`src/rtl/id_ex_stage.sv`:
```
// ID/EX pipeline register with writeback bypass and load-use hazard detection; 1-cycle latency.
// Backpressure: a combinational stall holds PC and IF/ID for one cycle while a bubble enters EX.
module id_ex_stage #(
  parameter int DATA_W = 32,
  parameter int CNT_W  = 16
) (
  input  logic              clk,
  input  logic              reset,
  input  logic              id_valid,
  input  logic [DATA_W-1:0] id_pc4,
  input  logic [4:0]        id_rs,
  input  logic [4:0]        id_rt,
  input  logic [4:0]        id_rd,
  input  logic              id_uses_rt,
  input  logic [DATA_W-1:0] id_imm,
  input  logic [DATA_W-1:0] id_rd1,
  input  logic [DATA_W-1:0] id_rd2,
  input  logic              id_reg_write,
  input  logic              id_mem_read,
  input  logic              id_mem_write,
  input  logic              id_mem_to_reg,
  input  logic              id_alu_src,
  input  logic              id_reg_dst,
  input  logic [3:0]        id_alu_op,
  input  logic              wb_write_en,
  input  logic [4:0]        wb_dest,
  input  logic [DATA_W-1:0] wb_data,
  input  logic              flush,
  output logic              stall,
  output logic              ex_valid,
  output logic [DATA_W-1:0] ex_pc4,
  output logic [DATA_W-1:0] ex_imm,
  output logic [DATA_W-1:0] ex_a,
  output logic [DATA_W-1:0] ex_b,
  output logic [4:0]        ex_rs,
  output logic [4:0]        ex_rt,
  output logic [4:0]        ex_dest,
  output logic              ex_reg_write,
  output logic              ex_mem_read,
  output logic              ex_mem_write,
  output logic              ex_mem_to_reg,
  output logic              ex_alu_src,
  output logic [3:0]        ex_alu_op,
  output logic [CNT_W-1:0]  stall_count
);

  typedef struct packed {
    logic              valid;
    logic [DATA_W-1:0] pc4;
    logic [DATA_W-1:0] imm;
    logic [DATA_W-1:0] a;
    logic [DATA_W-1:0] b;
    logic [4:0]        rs;
    logic [4:0]        rt;
    logic [4:0]        dest;
    logic              reg_write;
    logic              mem_read;
    logic              mem_write;
    logic              mem_to_reg;
    logic              alu_src;
    logic [3:0]        alu_op;
  } ex_reg_t;

  ex_reg_t           ex_q;
  ex_reg_t           ex_d;
  logic [DATA_W-1:0] a_in;
  logic [DATA_W-1:0] b_in;
  logic              haz;
  logic              bubble;
  logic [CNT_W-1:0]  stall_cnt_q;

  always_comb begin
    a_in = id_rd1;
    b_in = id_rd2;
    // r0 is hardwired zero, so a write to it must never be forwarded
    if (wb_write_en && (wb_dest != 5'd0) && (wb_dest == id_rs)) a_in = wb_data;
    if (wb_write_en && (wb_dest != 5'd0) && (wb_dest == id_rt)) b_in = wb_data;

    haz = id_valid && ex_q.valid && ex_q.mem_read && (ex_q.dest != 5'd0) &&
          ((ex_q.dest == id_rs) || (id_uses_rt && (ex_q.dest == id_rt)));
    // a taken branch squashes the consumer anyway, so IF/ID must keep refilling
    stall  = haz && !flush;
    bubble = flush || stall || !id_valid;

    ex_d            = '0;
    ex_d.valid      = 1'b1;
    ex_d.pc4        = id_pc4;
    ex_d.imm        = id_imm;
    ex_d.a          = a_in;
    ex_d.b          = b_in;
    ex_d.rs         = id_rs;
    ex_d.rt         = id_rt;
    ex_d.dest       = id_reg_dst ? id_rd : id_rt;
    ex_d.reg_write  = id_reg_write;
    ex_d.mem_read   = id_mem_read;
    ex_d.mem_write  = id_mem_write;
    ex_d.mem_to_reg = id_mem_to_reg;
    ex_d.alu_src    = id_alu_src;
    ex_d.alu_op     = id_alu_op;
  end

  always_ff @(posedge clk) begin
    if (reset)       ex_q <= '0;
    else if (bubble) ex_q <= '0;
    else             ex_q <= ex_d;
  end

  always_ff @(posedge clk) begin
    if (reset)
      stall_cnt_q <= '0;
    else if (stall && (stall_cnt_q != '1))
      stall_cnt_q <= stall_cnt_q + 1'b1;
  end

  assign ex_valid      = ex_q.valid;
  assign ex_pc4        = ex_q.pc4;
  assign ex_imm        = ex_q.imm;
  assign ex_a          = ex_q.a;
  assign ex_b          = ex_q.b;
  assign ex_rs         = ex_q.rs;
  assign ex_rt         = ex_q.rt;
  assign ex_dest       = ex_q.dest;
  assign ex_reg_write  = ex_q.reg_write;
  assign ex_mem_read   = ex_q.mem_read;
  assign ex_mem_write  = ex_q.mem_write;
  assign ex_mem_to_reg = ex_q.mem_to_reg;
  assign ex_alu_src    = ex_q.alu_src;
  assign ex_alu_op     = ex_q.alu_op;
  assign stall_count   = stall_cnt_q;

endmodule

```
`config.mk`:
```
export PLATFORM = sky130hd
export DESIGN_NAME = id_ex_stage
export DESIGN_NICKNAME = d
export VERILOG_FILES = /design/src/rtl/id_ex_stage.sv
export SDC_FILE = /design/constraint.sdc
export NUM_CORES = 1
export LEC_CHECK = 0
export BUFFER_PORTS_ARGS = -buffer_cell sky130_fd_sc_hd__buf_4
export CAP_MARGIN = 20
export CORE_MARGIN = 4
export CORE_UTILIZATION = 30
export CTS_CLUSTER_DIAMETER = 50
export CTS_CLUSTER_SIZE = 10
export DETAILED_ROUTE_END_ITERATION = 6
export MAX_ROUTING_LAYER = met4
export PLACE_DENSITY_LB_ADDON = 0.05
export SKIP_LAST_GASP = 1
export SLEW_MARGIN = 10
export SYNTH_ARGS = -nofsm -noshare
export SYNTH_HDL_FRONTEND = slang
export SYNTH_SLANG_ARGS = --single-unit
```
`constraint.sdc`:
```
create_clock -name clk -period 2.4 [get_ports clk]
set_clock_uncertainty 0.05 [all_clocks]
set_input_delay 0.48 -clock clk [delete_from_list [all_inputs] [get_ports clk]]
set_output_delay 0.48 -clock clk [all_outputs]
set_load 0.02 [all_outputs]
```
==> impl_metrics.tcl <==
set metrics [dict create \
    p_clk_share_pct 41.8 \
    yosysMostFrequentCell "dfxtp_1" \
    overflow 0 \
    synthAdderAreaFrac_pct 0.2158 \
    start_kind "flop" \
    synthDistinctLibCells 37 \
    timing.rr.end "stall_count[1]" \
    place_congestion 0.8288 \
    cp_max_fo 5 \
    synth_simple_gate_area_share_pct 19.42 \
    endpoint "stall" \
    p_leak_nw 4.304 \
    synthTopCellsByCount "dfxtp_1 (169), and2_1 (86), nor2_1 (72), mux2i_1 (69), buf_2 (18)" \
    nNetsFinal 1101 \
    hpwl_mm 15.62 \
    max_freq_mhz 437.0 \
    postCtsHoldBufs 0 \
    hp-class "primary input to flop" \
    combPwrFrac_pct 11.1 \
    end_kind "output pin" \
    power_switching_share_pct 24.57 \
    ys_seq_area_share_pct 58.35 \
    synth_top_area_share_pct 58.35 \
    p_int_mw 4.636 \
    track_usage_pct 18.66 \
    io_buffers 365 \
    synthCells 536 \
    cts_buffer_depth 2 \
    slew_viol_final 0 \
    num_vias 5164 \
    rr_worst_depth 7 \
    rows 50 \
    ys_warn_count 0 \
    async_reset_ff_share_pct 0 \
    drc 0 \
    reg2reg_slack_ps 270 \
    cts_buffers 17 \
    max-vdd-ir-drop_mv 0.4160 \
    cts_sinks 169 \
    num_antenna_cells 0 \
    synth_top_area_cell "dfxtp_1" \
    ys_seq_elements 169 \
    synth_xor_area_share_pct 3.021 \
    synth_edf_count 0 \
    syn_nets 733 \
    grt_pass1_vias 5399 \
    htreeDepth 4 \
    seqPwrFrac_pct 47.1 \
    pin_count 366 \
    initial_core_util_pct 30.79 \
    min_period_ps 2289 \
    finalSetupTns_ps 0 \
    antenna_found_initial 0 \
    r2r_start "ex_dest[2]" \
    max-cap-violations 0 \
    cp-startpoint "ex_dest[1]" \
    clockRootBuffer "clkbuf_16" \
    maxSlewHeadroom_pct 74.10 \
    synth_area_mm2 0.005798 \
    die_area_mm2 0.02161 \
    critPathRequiredTime_ps 1870 \
    crit_type "flop to output pin" \
    p_sw_mw 1.510 \
    core_area_mm2 0.01883 \
    clk_pin_slew_ps 70 \
    clk_latency_ps 420 \
    setup_viol 0 \
    die_y_um 147.0 \
    ant_nets 0 \
    avgSynthCellArea_um2 10.82 \
    routedWlPerCell_um 17.05 \
    ys_top_cells_by_area "dfxtp_1 (58%), mux2i_1 (12%), and2_1 (9.3%), nor2_1 (4.7%), xor2_1 (2.0%)" \
    status "complete, no violations" \
    syn_to_final_growth_pct 64.07 \
    crit_arrival_ps 1760 \
    firstDrtPassIters 4 \
    die_w_um 147.0 \
    tightest_slew_ps 387.7 \
    finalPower_mw 6.147 \
    power.density_mw_per_mm2 646.1 \
    routed_wl_mm 20.07 \
    synth_top_family_by_area "simple AND/OR/NAND/NOR gates" \
    via_per_inst 4.387 \
    synth_ff_type "dfxtp_1" \
    synth-compound-area-share_pct 4.100 \
    cts_tree "yes" \
    synthMuxAreaShare_pct 12.30 \
    post-route-period-util_pct 95.36 \
    hold_viol 0 \
    dr.first_iter.drc_count 164 \
    rsz0062_at_grt "false" \
    drive_gt1_share_pct 46.02 \
    grt_max_degree 70 \
    grt_pass1_wl_mm 30.33 \
]
[repair_timing]
| item | 4_1_cts | 5_1_grt |
|---|---|---|
| endpoints found under the setup margin | 1 | 1 |
| setup buffers | 3 | 0 |
| gates cloned | 1 | 0 |
| hold endpoints to repair | 0 | 0 |
| resized for setup | 7 | 3 |
| pin swaps | 2 | 3 |
[critical path: stages, from the launching register on]
cell	delay (ps)
dfxtp_2	350
or4_4	580
o21ai_4	210
nor2_2	70
buf_6	130
[power by group through the flow]
stage / Sequential, mW / Clock [mW] / Combinational [mW]
2_1_floorplan: 3.05 / 0 / 0.160
6_report: 2.90 / 2.57 / 0.681
4_1_cts: 2.90 / 2.66 / 0.695
3_3_place_gp: 2.96 / 0 / 0.675
3_5_place_dp: 2.96 / 0 / 0.683
5_1_grt: 2.90 / 2.79 / 0.736
[layout by cell type (no fill, tap or decap), types with 2 or more instances in the layout]
master,count
clkbuf_16,17
buf_12,4
inv_1,2
xor2_1,13
nand3_1,7
o21ai_4,2
nor4_1,3
and3_1,2
o21ai_0,2
a21oi_1,14
nor2_1,71
inv_8,2
nand4_1,4
or3_1,3
o211ai_1,3
and2_1,86
buf_4,373
and4_1,2
or4_1,11
mux2i_1,69
clkinvlp_4,4
nor2b_1,2
nand2_1,5
o31ai_1,10
xnor2_1,7
nor4_4,2
clkinv_4,2
o21ai_1,3
mux2_1,2
dfxtp_1,166
dfxtp_4,2
inv_6,4
[area by class of cell]
type	count	area [µm²]
clock buffers	19	442.9
clock inverters	13	110.1
well taps	260	325.3
inverters	3	11.26
repair buffers	379	2924
fillers	1755	9318
flip-flops and latches	169	3392
multi-input cells	334	2307
[cell families (layout without fill, tap and decap cells)]
| family | Yosys count | count (layout) |
|---|---|---|
| AOI/OAI and AO/OA | 37 | 37 |
| xor gates and xnor gates | 20 | 20 |
| adders and majority gates | 1 | 1 |
| buffers and inverters | 33 | 414 |
| DFF | 169 | 169 |
| muxes | 71 | 71 |
| and+or+nand+nor | 205 | 205 |
[worst min path at each step]
stage                      end  depth (start not counted)       startpoint
2_1_floorplan  stall_count[11]                          2  stall_count[11]
3_3_place_gp    stall_count[5]                          2   stall_count[5]
3_5_place_dp    stall_count[5]                          2   stall_count[5]
4_1_cts              ex_pc4[8]                          2        id_pc4[8]
5_1_grt             ex_imm[24]                          2       id_imm[24]
6_report            ex_imm[24]                          2       id_imm[24]
[layer usage]
metal	GRT usage, %	up-vias	wire [µm]
met5	-	-	0
met4	6.337	0	480
met3	8.297	28	2182
met2	32.22	252	10250
met1	18.89	2342	7155
li1	-	2542	-
[metrics by stage]
stage | area, µm² | hold slack (ps) | std cells | util (%) | setup slack [ps]
2_1_floorplan | 5798 | 509.0 | 536 | - | 78.61
3_3_place_gp | 8895 | 438.0 | 1142 | 47.24 | 132.1
3_5_place_dp | 8895 | 440.1 | 1142 | 47.24 | 93.87
4_1_cts | 9525 | 183.3 | 1178 | 50.58 | 3.879
5_1_grt | 9513 | 186.0 | 1177 | 50.52 | 10.02
6_report | 9513 | 205.2 | 1177 | 50.52 | 111.4
Power figures use the tool's default switching activity.
